<file path="src/rtl/cu_pkg.sv">
// Shared types and constants for the pipelined decode controller.
// Opcode map, ALU op codes, ID/EX control word and FSM states.
package cu_pkg;

  localparam logic [2:0] OP_NOP  = 3'b000;
  localparam logic [2:0] OP_LDM  = 3'b001;
  localparam logic [2:0] OP_STD  = 3'b010;
  localparam logic [2:0] OP_ADD  = 3'b011;
  localparam logic [2:0] OP_NOT  = 3'b100;
  localparam logic [2:0] OP_NOP2 = 3'b101;
  localparam logic [2:0] OP_LDD  = 3'b110;
  localparam logic [2:0] OP_RSV  = 3'b111;

  localparam logic [1:0] ALU_ADD  = 2'b00;
  localparam logic [1:0] ALU_NOT  = 2'b01;
  localparam logic [1:0] ALU_STD  = 2'b10;
  localparam logic [1:0] ALU_PASS = 2'b11;

  typedef struct packed {
    logic       alu_to_reg;
    logic       reg_write;
    logic       mem_read;
    logic       mem_write;
    logic [1:0] alu_op;
    logic       imm_sel;
  } ctrl_t;

  localparam ctrl_t BUBBLE = '{
    alu_to_reg: 1'b0, reg_write: 1'b0,
    mem_read: 1'b0, mem_write: 1'b0,
    alu_op: ALU_PASS, imm_sel: 1'b0
  };

  localparam ctrl_t LDM_CW = '{
    alu_to_reg: 1'b1, reg_write: 1'b1,
    mem_read: 1'b0, mem_write: 1'b0,
    alu_op: ALU_PASS, imm_sel: 1'b1
  };

  typedef enum logic {
    S_DECODE,
    S_IMM
  } state_t;

  // Opcodes whose source registers are read in execute.
  function automatic logic reads_regs(
    input logic [2:0] op
  );
    return (op == OP_STD) ||
           (op == OP_ADD) ||
           (op == OP_NOT);
  endfunction

endpackage

</file>
<file path="src/rtl/pipelined_control_unit_if.sv">
// IF/ID-to-ID/EX control bundle between the fetch side
// and the decode controller.
interface pipelined_control_unit_if #(
  parameter int INST_W = 16,
  parameter int REG_W  = 3
);
  logic [INST_W-1:0] inst;
  logic              inst_valid;
  logic              flush;
  logic              hold_ext;
  logic              stall;
  logic              illegal;
  logic              ex_alu_to_reg;
  logic              ex_reg_write;
  logic              ex_mem_read;
  logic              ex_mem_write;
  logic [1:0]        ex_alu_op;
  logic              ex_imm_sel;
  logic [INST_W-1:0] ex_imm;
  logic [REG_W-1:0]  ex_rdst;
  logic [REG_W-1:0]  ex_rsrc;

  modport master (
    output inst, inst_valid, flush, hold_ext,
    input  stall, illegal,
    input  ex_alu_to_reg, ex_reg_write,
    input  ex_mem_read, ex_mem_write,
    input  ex_alu_op, ex_imm_sel, ex_imm,
    input  ex_rdst, ex_rsrc
  );

  modport slave (
    input  inst, inst_valid, flush, hold_ext,
    output stall, illegal,
    output ex_alu_to_reg, ex_reg_write,
    output ex_mem_read, ex_mem_write,
    output ex_alu_op, ex_imm_sel, ex_imm,
    output ex_rdst, ex_rsrc
  );
endinterface

</file>
<file path="src/rtl/cu_decode.sv">
// Combinational opcode to control-word map.
// LDM's word here is the one loaded with its immediate.
module cu_decode
  import cu_pkg::*;
#(
  parameter int OPCODE_W = 3
) (
  input  logic [OPCODE_W-1:0] opcode,
  output ctrl_t               cw
);

  // One-hot select of the control word for each opcode.
  always_comb begin
    cw = BUBBLE;
    unique case (1'b1)
      (opcode == OP_LDM): cw = LDM_CW;
      (opcode == OP_STD): begin
        cw.mem_write = 1'b1;
        cw.alu_op    = ALU_STD;
      end
      (opcode == OP_ADD): begin
        cw.alu_to_reg = 1'b1;
        cw.reg_write  = 1'b1;
        cw.alu_op     = ALU_ADD;
      end
      (opcode == OP_NOT): begin
        cw.alu_to_reg = 1'b1;
        cw.reg_write  = 1'b1;
        cw.alu_op     = ALU_NOT;
      end
      (opcode == OP_LDD): begin
        cw.mem_read  = 1'b1;
        cw.reg_write = 1'b1;
        cw.alu_op    = ALU_STD;
      end
      default: cw = BUBBLE;
    endcase
  end

endmodule

</file>
<file path="src/rtl/pipelined_control_unit.sv">
// Registered decode controller: LDM sequencing, load-use
// stall, flush/hold priority and the ID/EX control register.
module pipelined_control_unit
  import cu_pkg::*;
#(
  parameter int INST_W   = 16,
  parameter int OPCODE_W = 3,
  parameter int REG_W    = 3
) (
  input logic clk,
  input logic rst,
  pipelined_control_unit_if.slave bus
);

  localparam int RD_HI = INST_W - OPCODE_W - 1;
  localparam int RS_HI = RD_HI - REG_W;

  logic [OPCODE_W-1:0] op;
  logic [REG_W-1:0]    rdst;
  logic [REG_W-1:0]    rsrc;
  ctrl_t               dec_cw;

  assign op   = bus.inst[INST_W-1 -: OPCODE_W];
  assign rdst = bus.inst[RD_HI -: REG_W];
  assign rsrc = bus.inst[RS_HI -: REG_W];

  cu_decode #(.OPCODE_W(OPCODE_W)) u_dec (
    .opcode (op),
    .cw     (dec_cw)
  );

  state_t            state, nxt_state;
  ctrl_t             cw_q, nxt_cw;
  logic [INST_W-1:0] imm_q, nxt_imm;
  logic [REG_W-1:0]  rdst_q, nxt_rdst;
  logic [REG_W-1:0]  rsrc_q, nxt_rsrc;
  logic [REG_W-1:0]  ldm_rd, nxt_ldm;
  logic              ill_q, nxt_ill;
  logic              hazard;
  logic              uses_regs;

  assign uses_regs = reads_regs(op) ||
                     (op == OP_LDD);

  // Immediate words (S_IMM) are data, never hazard-checked.
  assign hazard = (state == S_DECODE) &&
                  bus.inst_valid &&
                  cw_q.mem_read &&
                  reads_regs(op) &&
                  ((rdst == rdst_q) ||
                   (rsrc == rdst_q));

  assign bus.stall = rst && !bus.flush &&
                     (bus.hold_ext || hazard);

  // Next ID/EX contents; default is a bubble.
  always_comb begin
    nxt_state = state;
    nxt_ldm   = ldm_rd;
    nxt_cw    = BUBBLE;
    nxt_imm   = '0;
    nxt_rdst  = '0;
    nxt_rsrc  = '0;
    nxt_ill   = 1'b0;
    if (bus.flush) begin
      nxt_state = S_DECODE;
      nxt_ldm   = '0;
    end else if (hazard) begin
      nxt_state = state;
    end else if (state == S_IMM) begin
      if (bus.inst_valid) begin
        nxt_cw    = LDM_CW;
        nxt_imm   = bus.inst;
        nxt_rdst  = ldm_rd;
        nxt_state = S_DECODE;
      end
    end else if (bus.inst_valid) begin
      if (op == OP_LDM) begin
        nxt_ldm   = rdst;
        nxt_state = S_IMM;
      end else begin
        nxt_cw  = dec_cw;
        nxt_ill = (op == OP_RSV);
        if (uses_regs) begin
          nxt_rdst = rdst;
          nxt_rsrc = rsrc;
        end
      end
    end
  end

  // ID/EX register and FSM; hold freezes all unless flushed.
  always_ff @(posedge clk or negedge rst) begin
    if (!rst) begin
      state  <= S_DECODE;
      ldm_rd <= '0;
      cw_q   <= BUBBLE;
      imm_q  <= '0;
      rdst_q <= '0;
      rsrc_q <= '0;
      ill_q  <= 1'b0;
    end else if (bus.flush || !bus.hold_ext) begin
      state  <= nxt_state;
      ldm_rd <= nxt_ldm;
      cw_q   <= nxt_cw;
      imm_q  <= nxt_imm;
      rdst_q <= nxt_rdst;
      rsrc_q <= nxt_rsrc;
      ill_q  <= nxt_ill;
    end
  end

  assign bus.illegal       = ill_q;
  assign bus.ex_alu_to_reg = cw_q.alu_to_reg;
  assign bus.ex_reg_write  = cw_q.reg_write;
  assign bus.ex_mem_read   = cw_q.mem_read;
  assign bus.ex_mem_write  = cw_q.mem_write;
  assign bus.ex_alu_op     = cw_q.alu_op;
  assign bus.ex_imm_sel    = cw_q.imm_sel;
  assign bus.ex_imm        = imm_q;
  assign bus.ex_rdst       = rdst_q;
  assign bus.ex_rsrc       = rsrc_q;

endmodule

</file>
<file path="src/flat_wrapper.sv">
// flat-port wrapper written by rule: the top's interface ports become plain ports
module pipelined_control_unit_flat import cu_pkg::*;
#(
  parameter int INST_W   = 16,
  parameter int OPCODE_W = 3,
  parameter int REG_W    = 3
)
  (clk, rst, bus_inst, bus_inst_valid, bus_flush, bus_hold_ext, bus_stall, bus_illegal, bus_ex_alu_to_reg, bus_ex_reg_write, bus_ex_mem_read, bus_ex_mem_write, bus_ex_alu_op, bus_ex_imm_sel, bus_ex_imm, bus_ex_rdst, bus_ex_rsrc);
  pipelined_control_unit_if #(.INST_W(INST_W), .REG_W(REG_W)) bus_i ();
  input logic clk;
  input logic rst;
  input wire logic [$bits(bus_i.inst)-1:0] bus_inst;
  input wire logic [$bits(bus_i.inst_valid)-1:0] bus_inst_valid;
  input wire logic [$bits(bus_i.flush)-1:0] bus_flush;
  input wire logic [$bits(bus_i.hold_ext)-1:0] bus_hold_ext;
  output wire logic [$bits(bus_i.stall)-1:0] bus_stall;
  output wire logic [$bits(bus_i.illegal)-1:0] bus_illegal;
  output wire logic [$bits(bus_i.ex_alu_to_reg)-1:0] bus_ex_alu_to_reg;
  output wire logic [$bits(bus_i.ex_reg_write)-1:0] bus_ex_reg_write;
  output wire logic [$bits(bus_i.ex_mem_read)-1:0] bus_ex_mem_read;
  output wire logic [$bits(bus_i.ex_mem_write)-1:0] bus_ex_mem_write;
  output wire logic [$bits(bus_i.ex_alu_op)-1:0] bus_ex_alu_op;
  output wire logic [$bits(bus_i.ex_imm_sel)-1:0] bus_ex_imm_sel;
  output wire logic [$bits(bus_i.ex_imm)-1:0] bus_ex_imm;
  output wire logic [$bits(bus_i.ex_rdst)-1:0] bus_ex_rdst;
  output wire logic [$bits(bus_i.ex_rsrc)-1:0] bus_ex_rsrc;
  assign bus_i.inst = bus_inst;
  assign bus_i.inst_valid = bus_inst_valid;
  assign bus_i.flush = bus_flush;
  assign bus_i.hold_ext = bus_hold_ext;
  assign bus_stall = bus_i.stall;
  assign bus_illegal = bus_i.illegal;
  assign bus_ex_alu_to_reg = bus_i.ex_alu_to_reg;
  assign bus_ex_reg_write = bus_i.ex_reg_write;
  assign bus_ex_mem_read = bus_i.ex_mem_read;
  assign bus_ex_mem_write = bus_i.ex_mem_write;
  assign bus_ex_alu_op = bus_i.ex_alu_op;
  assign bus_ex_imm_sel = bus_i.ex_imm_sel;
  assign bus_ex_imm = bus_i.ex_imm;
  assign bus_ex_rdst = bus_i.ex_rdst;
  assign bus_ex_rsrc = bus_i.ex_rsrc;
  pipelined_control_unit #(.INST_W(INST_W), .OPCODE_W(OPCODE_W), .REG_W(REG_W)) u_core (.clk(clk), .rst(rst), .bus(bus_i));
endmodule
</file>
<file path="config.mk">
export PLATFORM = sky130hd
export DESIGN_NAME = pipelined_control_unit_flat
export DESIGN_NICKNAME = d
export VERILOG_FILES = /design/src/rtl/cu_pkg.sv /design/src/rtl/pipelined_control_unit_if.sv /design/src/rtl/cu_decode.sv /design/src/rtl/pipelined_control_unit.sv /design/src/flat_wrapper.sv
export SDC_FILE = /design/constraint.sdc
export NUM_CORES = 1
export LEC_CHECK = 0
export CORE_AREA = 2 2 57 70
export CTS_BUF_LIST = sky130_fd_sc_hd__clkbuf_4 sky130_fd_sc_hd__clkbuf_8 sky130_fd_sc_hd__clkbuf_16
export DETAILED_ROUTE_END_ITERATION = 8
export DIE_AREA = 0 0 59 72
export PLACE_DENSITY = 0.72
export SYNTH_ARGS = -nofsm -noshare
export SYNTH_HDL_FRONTEND = slang
export SYNTH_SLANG_ARGS = --single-unit
</file>
<file path="constraint.sdc">
create_clock -name clk -period 1.7 [get_ports clk]
set_input_delay 0.34 -clock clk [delete_from_list [all_inputs] [get_ports clk]]
set_output_delay 0.34 -clock clk [all_outputs]
set_load 0.05 [all_outputs]
</file>
==> impl_metrics.toml, run 1 <==
[run]
maxCapViolations = 0

[power_and_ir_drop]
p_per_area_mw_per_mm2 = 695
ir_drop_v = 0.000622
finalPower_mw = 1.68
cellLeakagePower_nw = 1.21

[die]
die_w_um = 59
start_util = 0.435
rows = 24
core_mm2 = 0.00354
die-area_mm2 = 0.00425
die_h_um = 72
ios = 52

[sta]
timing.fmax_ghz = 0.530
setup_violations = 1
drv_slew = 0
period_share = 1.11
setup_slack_ps = -187
final.setup.tns_ps = -187
finalHoldViolations = 0
fin_skew_ps = 6.00
finalCriticalPeriod_ps = 1890
tightest_slew_ps = 419
worst_hold_slack_ps = 112
slew_headroom = 0.721
rsz0062_at_grt = "yes"

[global_route]
grt_pass1_wl_um = 6630
overflow = 0
grt_pass1_vias = 1416
grt_usage = 0.208
antenna_found_initial = 0
grt_max_degree = 35

[synth]
synth_edf_count = 0
ys.flop_type = "dfrtp_1"
avgSynthCellArea_um2 = 11.4
async_flop_share = 1.00
ys_seq_area_frac = 0.553
syn-num-nets = 156
yosysWarnings = 0
yosysTopAreaCellShare = 0.519
yosys-top-cells-area = "dfrtp_1 52%, a22o_1 9.1%, dfstp_2 3.4%, xnor2_1 3.4%, nand2_1 3.2%"
synth_area_mm2 = 0.00154
ys_seq_elements = 34
synth_top_area_cell = "dfrtp_1"
syn_inst = 135
ys_types = 35

[clock_tree]
clock_latency_ps = 290
path_clk_slew_ps = 70
cts_tree = "done"
hold_buffers = 0
clockBufferDepth = 2
htree_levels = 2
cts_buffers = 5
cts_root_buffer = "clkbuf_8"
cts_sinks = 34

[cells_and_area]
nNetsFinal = 240
largest_reg_flops = 16
syn2layout_area_growth_pct = 56.8
antenna_cells = 0
fillers = 286
drive_above_1_share = 0.445

[worst_setup_path]
critPathLaunchType = "flip-flop"
cp_slowest_stage_delay_ps = 460
crit_type = "reg2out"
critical_path.cell_chain = "xnor2_2 > nand3_2 > a21oi_2 > o211a_4 > buf_12"
critPathArrivalTime_ps = 1550
r2r_slack_ps = 210
crit_required_ps = 1360
critPathCaptureType = "output port"
critPathSlowestCell = "dfrtp_2"
path_max_fanout = 4

[status]
violations = "setup timing"
status = "complete, but fails checks"

[placement]
port_buffers = 51
dp_slack_ps = -382
gp_congestion = 0.858
hpwlAfterDp_um = 3120

[routing]
finalWirelength_um = 4110
detail-route-antenna-nets = 0
first_pass_iters = 4
num_vias = 1385
drt_iter0_drc = 50
wl_per_cell_um = 15.9
via_per_inst = 5.35
drc = 0

[hold_path]
hold_path.class = "in2async"
[worst paths after layout]
check | from | to | depth (start not counted)
max reg2reg | u_core.state | u_core.bus.ex_rdst[1] | 5
min reg2reg | u_core.bus.ex_imm_sel | u_core.bus.ex_imm_sel | 1
max | u_core.bus.ex_rdst[2] | bus_stall | 5
max in group asynchronous | rst | u_core.bus.ex_alu_op[0] | 2
min | rst | u_core.bus.ex_imm[8] | 2
min in group clk | u_core.bus.ex_imm_sel | u_core.bus.ex_imm_sel | 1
[layout make-up]
type	instances	area, µm²	area share
flip-flops and latches	34	857	0.354
repair buffers	86	716	0.296
multi-input cells	89	699	0.289
clock buffers	6	76.3	0.0316
well taps	39	48.8	0.0202
inverters	3	11.3	0.00466
clock inverters	2	10.0	0.00414
[layout by cell type (no fill, tap or decap), types with 2 or more instances in the layout]
master / instances
a21oi_1: 3
a221oi_1: 2
a22o_1: 16
a32oi_1: 2
buf_12: 3
buf_4: 63
clkbuf_8: 5
clkdlybuf4s50_1: 9
clkinv_2: 2
dfrtp_1: 29
dfrtp_2: 3
dfstp_2: 2
dlygate4sd2_1: 10
inv_1: 3
mux2i_1: 3
nand2_1: 13
nand3_1: 7
nand4b_1: 2
nor2_1: 5
nor2b_2: 2
o21ai_0: 7
o22a_1: 2
o31ai_2: 2
xnor2_2: 5
[stage by stage]
step | util | area, µm² | instances
after global routing | 0.683 | 2420 | 259
after CTS | 0.674 | 2390 | 257
after detailed placement | 0.639 | 2260 | 249
final | 0.683 | 2420 | 259
after floorplan | - | 1550 | 135
after global placement | 0.639 | 2260 | 249
[critical path, delay by kind of cell (launching register included)]
family                 cells  cell delay (ps)
buffers and inverters      1              130
XOR/XNOR                   1              200
AO/OA/AOI/OAI              2              370
AND/OR/NAND/NOR            1              100
flip-flops                 1              460
[synth_stat cells, drive strengths merged (3+ instances only)]
library cell	n
a21oi	4
a22o	16
buf	8
dfrtp	32
inv	3
mux2i	3
nand2	13
nand3	8
nor2	6
nor2b	3
o21ai	8
xnor2	6
[power breakdown]
group / internal, mW / total [mW] / switching (mW)
Clock: 0.300 / 0.589 / 0.290
Combinational: 0.125 / 0.263 / 0.137
Sequential: 0.820 / 0.830 / 0.00994
Total: 1.24 / 1.68 / 0.437
[cells by family (layout without fill, tap and decap cells)]
| logic type | Yosys count | after routing | synth area share |
|---|---|---|---|
| XOR/XNOR | 6 | 6 | 0.0341 |
| buffers and inverters | 12 | 97 | 0.0373 |
| AND/OR/NAND/NOR | 38 | 38 | 0.129 |
| AO/OA/AOI/OAI | 42 | 42 | 0.227 |
| flip-flops | 34 | 34 | 0.553 |
| multiplexers | 3 | 3 | 0.0195 |
[timing repair]
action | 4_1_cts | 5_1_grt
pin swaps | 7 | 3
gates resized for setup | 19 | 2
buffers inserted | 0 | 2
setup endpoints to repair | 4 | 1
[layer usage]
metal  GRT usage  vias to the layer above  routed length, µm  share of wire
li1            -                      663                  -              -
met3      0.0499                       11                209          0.051
met2       0.340                       52               2110           0.51
met5           0                        -                  0              0
met1       0.256                      659               1670           0.41
met4       0.101                        0                117          0.028
Power figures use the tool's default switching activity.
==> inputs of run 2 (changes only) <==
RECOVER_POWER = 50   (was default)
SKIP_CTS_REPAIR_TIMING = 1   (was default)
==> run 2 against run 1 <==
- the run still ends with setup timing left
- clock power is essentially flat
- sequential power is essentially flat
- power is essentially flat
- die area is the same
- critical path depth is the same
- worst hold slack gained 210 ps
- via count is essentially flat
- cell area shrank 2.2%
- utilization shrank 1.5 points
- fmax shrank 1.8%
- clock skew grew 1.5 ps
- non-clock buffer count shrank 2
- critical path type unchanged
==> impl_metrics.toml, run 2 (synthesis results as in run 1) <==
[status]
status = "complete, but fails checks"
violations = "setup timing"

[global_route]
grt_usage = 0.206
antenna_found_initial = 0
grt_pass1_vias = 1425
overflow = 0
grt_pass1_wl_um = 6560
grt_max_degree = 35

[worst_setup_path]
critPathLaunchType = "flip-flop"
cpLargestDelayFamily = "flip-flops"
critical_path.cell_chain = "xnor2_2 > nand3_2 > a21oi_2 > o211a_4 > buf_12"
crit_type = "reg2out"
critPathArrivalTime_ps = 1580
critPathCaptureType = "output port"
worstPathBufferInverterCount = 1
cp_slowest_stage_delay_ps = 460
crit_required_ps = 1360
critPathSlowestCell = "dfrtp_2"
path_max_fanout = 4

[routing]
detail-route-antenna-nets = 0
first_pass_iters = 4
drt_iter0_drc = 53
drc = 0
num_vias = 1386
finalWirelength_um = 4170
via_per_inst = 5.39
wl_per_cell_um = 16.2

[clock_tree]
cts_buffers = 5
cts_sinks = 34
cts_root_buffer = "clkbuf_8"
cts_tree = "done"
clockBufferDepth = 2
clock_latency_ps = 290
path_clk_slew_ps = 70
htree_levels = 2

[die]
rows = 24
start_util = 0.435
die-area_mm2 = 0.00425
die_h_um = 72
core_mm2 = 0.00354
ios = 52
die_w_um = 59

[power_and_ir_drop]
p_switching_uw = 439
p_per_area_mw_per_mm2 = 711
seqPwrFrac = 0.493
p_clk_frac = 0.351
combPwrFrac = 0.156
switching_share = 0.261
ir_drop_v = 0.000614
cellLeakagePower_nw = 1.20
p_int_mw = 1.24
finalPower_mw = 1.68

[cells_and_area]
seq_area_um2 = 857
mostFrequentLayoutCell = "buf_4"
multi_input_area_um2 = 684
fin_cells = 257
antenna_cells = 0
design_area_mm2 = 0.00237
final_cell_mix = "45 x buf_4, 29 x dfrtp_1, 16 x a22o_1, 16 x clkbuf_1, 13 x nand2_1"
fillers = 293
largest_reg_flops = 16
syn2layout_area_growth_pct = 53.4
nNetsFinal = 238
drive_above_1_share = 0.358
fin_util = 0.668

[sta]
timing.fmax_ghz = 0.520
finalHoldViolations = 0
tightest_slew_ps = 841
slew_headroom = 0.439
rsz0062_at_grt = "yes"
finalCriticalPeriod_ps = 1920
setup_slack_ps = -222
worst_hold_slack_ps = 324
drv_slew = 0
setup_violations = 1
fin_skew_ps = 7.51
period_share = 1.13

[hold_path]
hold_path.class = "in2async"

[placement]
dp_cells = 249
hpwlAfterDp_um = 3120
place_area_mm2 = 0.00226
gp_congestion = 0.858
port_buffers = 51

[run]
maxCapViolations = 0
-- run 2: changes by cell type in the layout (fill, tap and decap cells not counted), sizes merged --
cell          change
dlymetal6s2s     +10
clkbuf           +17
dlygate4sd2      -10
buf              -19
-- run 2: area by class of cell --
cell class / instances / share of cell area
tap: 39 / 0.0206
multi-input combinational: 89 / 0.289
clock buffer: 6 / 0.0323
timing repair buffer: 84 / 0.287
inverter: 3 / 0.00476
sequential: 34 / 0.362
clock inverter: 2 / 0.00423
-- run 2: worst paths after layout --
check	startpoint	to	slack (ps)	depth (start not counted)
worst max-delay path	u_core.bus.ex_rdst[2]	bus_stall	-220	5
worst min-delay path	rst	u_core.bus.ex_imm[8]	320	2
worst max register to register	u_core.state	u_core.bus.ex_rdst[1]	180	5
worst min register to register	u_core.bus.ex_imm_sel	u_core.bus.ex_imm_sel	490	1
max in group asynchronous	rst	u_core.bus.ex_rdst[0]	800	2
min in group clk	bus_inst[14]	u_core.bus.ex_imm[14]	390	2
-- run 2: routing by layer --
layer | vias to the layer above | GRT usage | routed length (µm)
met5 | - | 0 | 0
met4 | 0 | 0.0859 | 87
met1 | 679 | 0.255 | 1700
met3 | 7 | 0.0446 | 180
met2 | 43 | 0.343 | 2200
li1 | 657 | - | -
-- run 2: through the flow --
stage	TNS [ps]	setup WS [ps]
after floorplan	0	27.5
after global placement	-4140	-355
after global routing	-260	-260
after detailed placement	-5640	-382
final	-222	-222
after CTS	-547	-374
-- run 2: power groups by stage --
stage / sequential (mW) / clock (mW) / combinational (mW)
global route: 0.830 / 0.638 / 0.280
finish: 0.829 / 0.591 / 0.262
floorplan: 0.872 / 0 / 0.0724
global placement: 0.843 / 0 / 0.252
detailed placement: 0.844 / 0 / 0.257
CTS: 0.828 / 0.601 / 0.258
-- run 2: worst reg2reg max path, stage by stage (launching register included) --
cell and delay, ps:
dfrtp_1 420, buf_4 180, a2111oi_4 350, buf_4 210, a32oi_1 80, o31ai_2 190
==> inputs of run 3 (changes only) <==
CORE_AREA = 4 4 59 72   (was 2 2 57 70)
DIE_AREA = 0 0 63 76   (was 0 0 59 72)
==> run 3 against run 2 <==
- the run still ends with setup timing left
- utilization increased by 2.4 points
- global-route usage decreased by 1.2 points
- register-to-register slack about the same
- setup slack got worse by 1.3 ps
- final cell count unchanged
- clock power increased by 28%
- worst hold slack improved by 75 ps
- cell area increased by 4.4%
- via count increased by 1.4%
- critical path type unchanged
- critical endpoint unchanged
- largest cell class unchanged
==> impl_metrics.toml, run 3 (synthesis results as in run 1) <==
[run]
maxCapViolations = 0

[sta]
setup_violations = 1
timing.fmax_ghz = 0.520
drv_slew = 0
finalHoldViolations = 0
period_share = 1.13
final.setup.tns_ps = -224
tightest_slew_ps = 432
setup_slack_ps = -224
fin_skew_ps = 6.09
slew_headroom = 0.712
finalCriticalPeriod_ps = 1920
rsz0062_at_grt = "yes"

[global_route]
grt_usage = 0.194
grt_pass1_vias = 1487
overflow = 0
grt_max_degree = 35
antenna_found_initial = 0
grt_pass1_wl_um = 7360

[placement]
gp_congestion = 0.812
port_buffers = 51
hpwlAfterDp_um = 3200

[die]
rows = 24
die_h_um = 76
die-area_mm2 = 0.00479
die_w_um = 63
start_util = 0.432
core_mm2 = 0.00357
ios = 52

[clock_tree]
path_clk_slew_ps = 70
clock_latency_ps = 280
htree_levels = 2
cts_root_buffer = "clkbuf_8"
cts_tree = "done"
cts_buffers = 5
cts_sinks = 34
clockBufferDepth = 2

[cells_and_area]
drive_above_1_share = 0.431
fillers = 261
final_cell_mix = "61 x buf_4, 29 x dfrtp_1, 16 x a22o_1, 13 x nand2_1"
mostFrequentLayoutCell = "buf_4"
syn2layout_area_growth_pct = 60.2
multi_input_area_um2 = 697
largest_reg_flops = 16
nNetsFinal = 238
antenna_cells = 0
seq_area_um2 = 857

[routing]
num_vias = 1405
via_per_inst = 5.47
wl_per_cell_um = 17.3
finalWirelength_um = 4440
first_pass_iters = 4
drt_iter0_drc = 72
drc = 0
detail-route-antenna-nets = 0

[status]
status = "complete, but fails checks"
violations = "setup timing"

[worst_setup_path]
path_max_fanout = 4
crit_required_ps = 1360
critPathArrivalTime_ps = 1580
critPathLaunchType = "flip-flop"
critPathCaptureType = "output port"
crit_type = "reg2out"

[hold_path]
hold_path.class = "in2reg"

[power_and_ir_drop]
p_clk_frac = 0.408
cellLeakagePower_nw = 1.29
combPwrFrac = 0.144
p_int_mw = 1.42
finalPower_mw = 1.85
switching_share = 0.234
p_switching_uw = 433
p_per_area_mw_per_mm2 = 749
seqPwrFrac = 0.448
ir_drop_v = 0.000488
[run 3: through the flow]
step	hold slack, ps	setup slack, ps	std cells	utilization	instance area [µm²]
floorplan	44.4	27.5	135	-	1550
CTS	482	-431	254	0.661	2360
finish	400	-224	257	0.692	2470
detailed placement	467	-382	246	0.629	2250
global route	441	-298	257	0.692	2470
global placement	462	-338	246	0.629	2250
[run 3: power groups by stage]
stage	combinational, mW	sequential (mW)	clock [mW]
4_1_cts	0.256	0.828	0.767
3_5_place_dp	0.253	0.843	0
3_3_place_gp	0.249	0.843	0
5_1_grt	0.286	0.830	0.799
6_report	0.266	0.829	0.755
2_1_floorplan	0.0724	0.872	0
[run 3: final timing paths]
check	from	end	slack [ps]	depth (start not counted)
min	bus_inst[15]	u_core.bus.ex_mem_write	400	2
min reg2reg	u_core.bus.ex_imm_sel	u_core.bus.ex_imm_sel	480	1
max	u_core.bus.ex_rdst[2]	bus_stall	-220	5
min in group asynchronous	rst	u_core.bus.ex_rsrc[0]	590	2
max reg2reg	u_core.bus.ex_rdst[1]	u_core.bus.ex_mem_write	170	6
max in group asynchronous	rst	u_core.bus.ex_alu_op[0]	760	2
[run 3: final cells by class]
type                       count  share of cell area
multi-input combinational     89               0.282
sequential                    34               0.347
tap                           39              0.0197
clock inverter                 1              0.0122
inverter                       3             0.00456
clock buffer                   7              0.0339
timing repair buffer          84               0.301
[run 3: layer usage]
layer  up-vias  wire, µm  GRT usage
li1        658         -          -
met1       698      1790      0.233
met2        41      2340      0.338
met3         8       226     0.0457
met4         0        78     0.0640
met5         -         0          0
[run 3: worst max-delay path, stage by stage (launching register included)]
cell and delay [ps]:
dfrtp_2 450, xnor2_1 180, nand3_1 150, a21oi_2 200, o211a_4 190, buf_12 130
==> patch: new RTL, settings of run 2 <==
Make the reset (`rst`) synchronous in one clocked block.
--- a/src/rtl/pipelined_control_unit.sv
+++ b/src/rtl/pipelined_control_unit.sv
@@ -92,3 +92,3 @@
   // ID/EX register and FSM; hold freezes all unless flushed.
-  always_ff @(posedge clk or negedge rst) begin
+  always_ff @(posedge clk) begin
     if (!rst) begin
Formal check against the unedited RTL: differs if rst is asserted again (counterexample within 4 cycles, from zero or initial values and one cycle with rst low); with rst held inactive, the same outputs for 10 cycles.
==> patch against run 2 <==
The flow still finishes with violations (negative setup slack). Clock power rose by 16%. Setup slack improved by 0.025 ns. Final area fell by 7.6%. Count of clock-buffer cells in the layout rose by 2. Utilization fell by 5.1 points. Synthesized area fell by 5.7%. Routed wire length fell by 3.6%. Total power rose by 1.1%. Sequential cell count did not move. Via count rose by 3.8%. Die area did not move. Worst hold slack improved by 0.073 ns. Register-to-register slack got worse by 0.02 ns. Sequential power fell by 3.5%. Largest cell class is now multi-input gates. Largest power group unchanged.
==> patch: results (changes against run 2) <==
ys_async_rst_share_pct: 0  # was 100%
worstHoldPathType: "in2reg"  # was in2async
timing_worst_slew_pin_value_ns: 0.627  # was 0.841 ns
outcome: "finished with violations"  # unchanged
finalWeightedCongestion: 0.899  # was 0.858
via_per_inst: 5.51  # was 5.39
yosys.area_share.xor_xnor_pct: 3.61  # was 3.41%
setup_total_negative_slack_ns: -0.197  # was -0.222 ns
place_worst_setup_slack_ns: -0.365  # was -0.382 ns
critical_path.slowest_cell: "sky130_fd_sc_hd__clkdlybuf4s50_1"  # was sky130_fd_sc_hd__dfrtp_2
average_routed_wire_per_standard_cell_um: 15.4  # was 16.2 um
detailedPlacementHpwl_mm: 3.07  # was 3.12 mm
vdd.ir_drop.worst_mv: 0.448  # was 0.614 mV
final_layout_size_suffix_gt1_share_pct: 25.7  # was 35.8%
holdWs_ns: 0.397  # was 0.324 ns
post_synth_net_total: 166  # was 156
synthCells: 145  # was 135
cp_data_arrival_time_ns: 1.56  # was 1.58 ns
violations: "negative setup slack"  # unchanged
ys_seq_area_share_pct: 46.8  # was 55.3%
wl_mm: 4.03  # was 4.17 mm
share_seq_of_total_power_pct: 47.0  # was 49.3%
finalInstanceArea_um2: 2190  # was 2370 um^2
leakagePower_nw: 0.944  # was 1.20 nW
wire_length_of_the_first_global_routing_pass_mm: 6.18  # was 6.56 mm
grt_pass1_vias: 1378  # was 1,425
yosys-top-cells-count: "sky130_fd_sc_hd__dfxtp_1 (34), sky130_fd_sc_hd__a22o_1 (12), sky130_fd_sc_hd__nand2_1 (11)"  # was sky130_fd_sc_hd__dfrtp_1 (32), sky130_fd_sc_hd__a22o_1 (16), sky130_fd_sc_hd__nand2_1 (13)
switching_share_of_power_pct: 22.8  # was 26.1%
crit_path_max_incr_delay_ns: 0.53  # was 0.46 ns
nNetsFinal: 242  # was 238
clk-power_mw: 0.688  # was 0.591 mW
track_usage_pct: 19.2  # was 20.6%
largest_reg_flops: 16  # unchanged
setup_violations_final: 1  # unchanged
dp.cells: 252  # was 249
synth-compound-area-share_pct: 24.8  # was 22.7%
dpl-instance-area_um2: 2120  # was 2260 um^2
yosys.cell_types.count: 41  # was 35
pin_count_of_the_biggest_net_entering_global_routing: 21  # was 35
layout_min_cycle_time_ns: 1.90  # was 1.92 ns
timing.clock.skew_ns: 0.00262  # was 0.00751 ns
drv_slew: 0  # unchanged
synth_area_leaders: "sky130_fd_sc_hd__dfxtp_1 (47%), sky130_fd_sc_hd__a22o_1 (7.2%), sky130_fd_sc_hd__xor2_1 (3.6%)"  # was sky130_fd_sc_hd__dfrtp_1 (52%), sky130_fd_sc_hd__a22o_1 (9.1%), sky130_fd_sc_hd__dfstp_2 (3.4%)
drt-initial-drc-count: 38  # was 53
post_synth_mux_area_share_pct: 2.06  # was 1.95%
internal_reg_to_reg_setup_slack_ns: 0.16  # was 0.18 ns
postLayoutSetupSlackWorst_ns: -0.197  # was -0.222 ns
final_layout_fill_cell_count: 333  # was 293
crit_family: "buffers and inverters"  # was flip-flops
==> patch: final timing paths <==
path | cells past startpoint | endpoint | start
max | 5 | bus_stall | bus_inst_valid
min | 3 | u_core.bus.ex_rsrc[0] | bus_inst[7]
min reg2reg | 2 | u_core.bus.ex_mem_write | u_core.bus.ex_mem_write
max reg2reg | 5 | u_core.bus.ex_alu_op[0] | u_core.bus.ex_rdst[2]
==> patch: routing by layer <==
| layer | vias up | global-route usage [%] | part of all wire [%] |
|---|---|---|---|
| met5 | - | 0 | 0 |
| met4 | 0 | 8.08 | 2.2 |
| met3 | 9 | 5.35 | 4.8 |
| met2 | 45 | 33.1 | 52 |
| met1 | 699 | 21.8 | 41 |
| li1 | 686 | - | - |
==> patch: final cells by class <==
cell class / count / area share (%)
sequential: 34 / 31.7
tap: 39 / 2.23
timing repair buffer: 77 / 26.3
clock buffer: 8 / 5.04
inverter: 2 / 0.343
multi-input combinational: 101 / 34.4
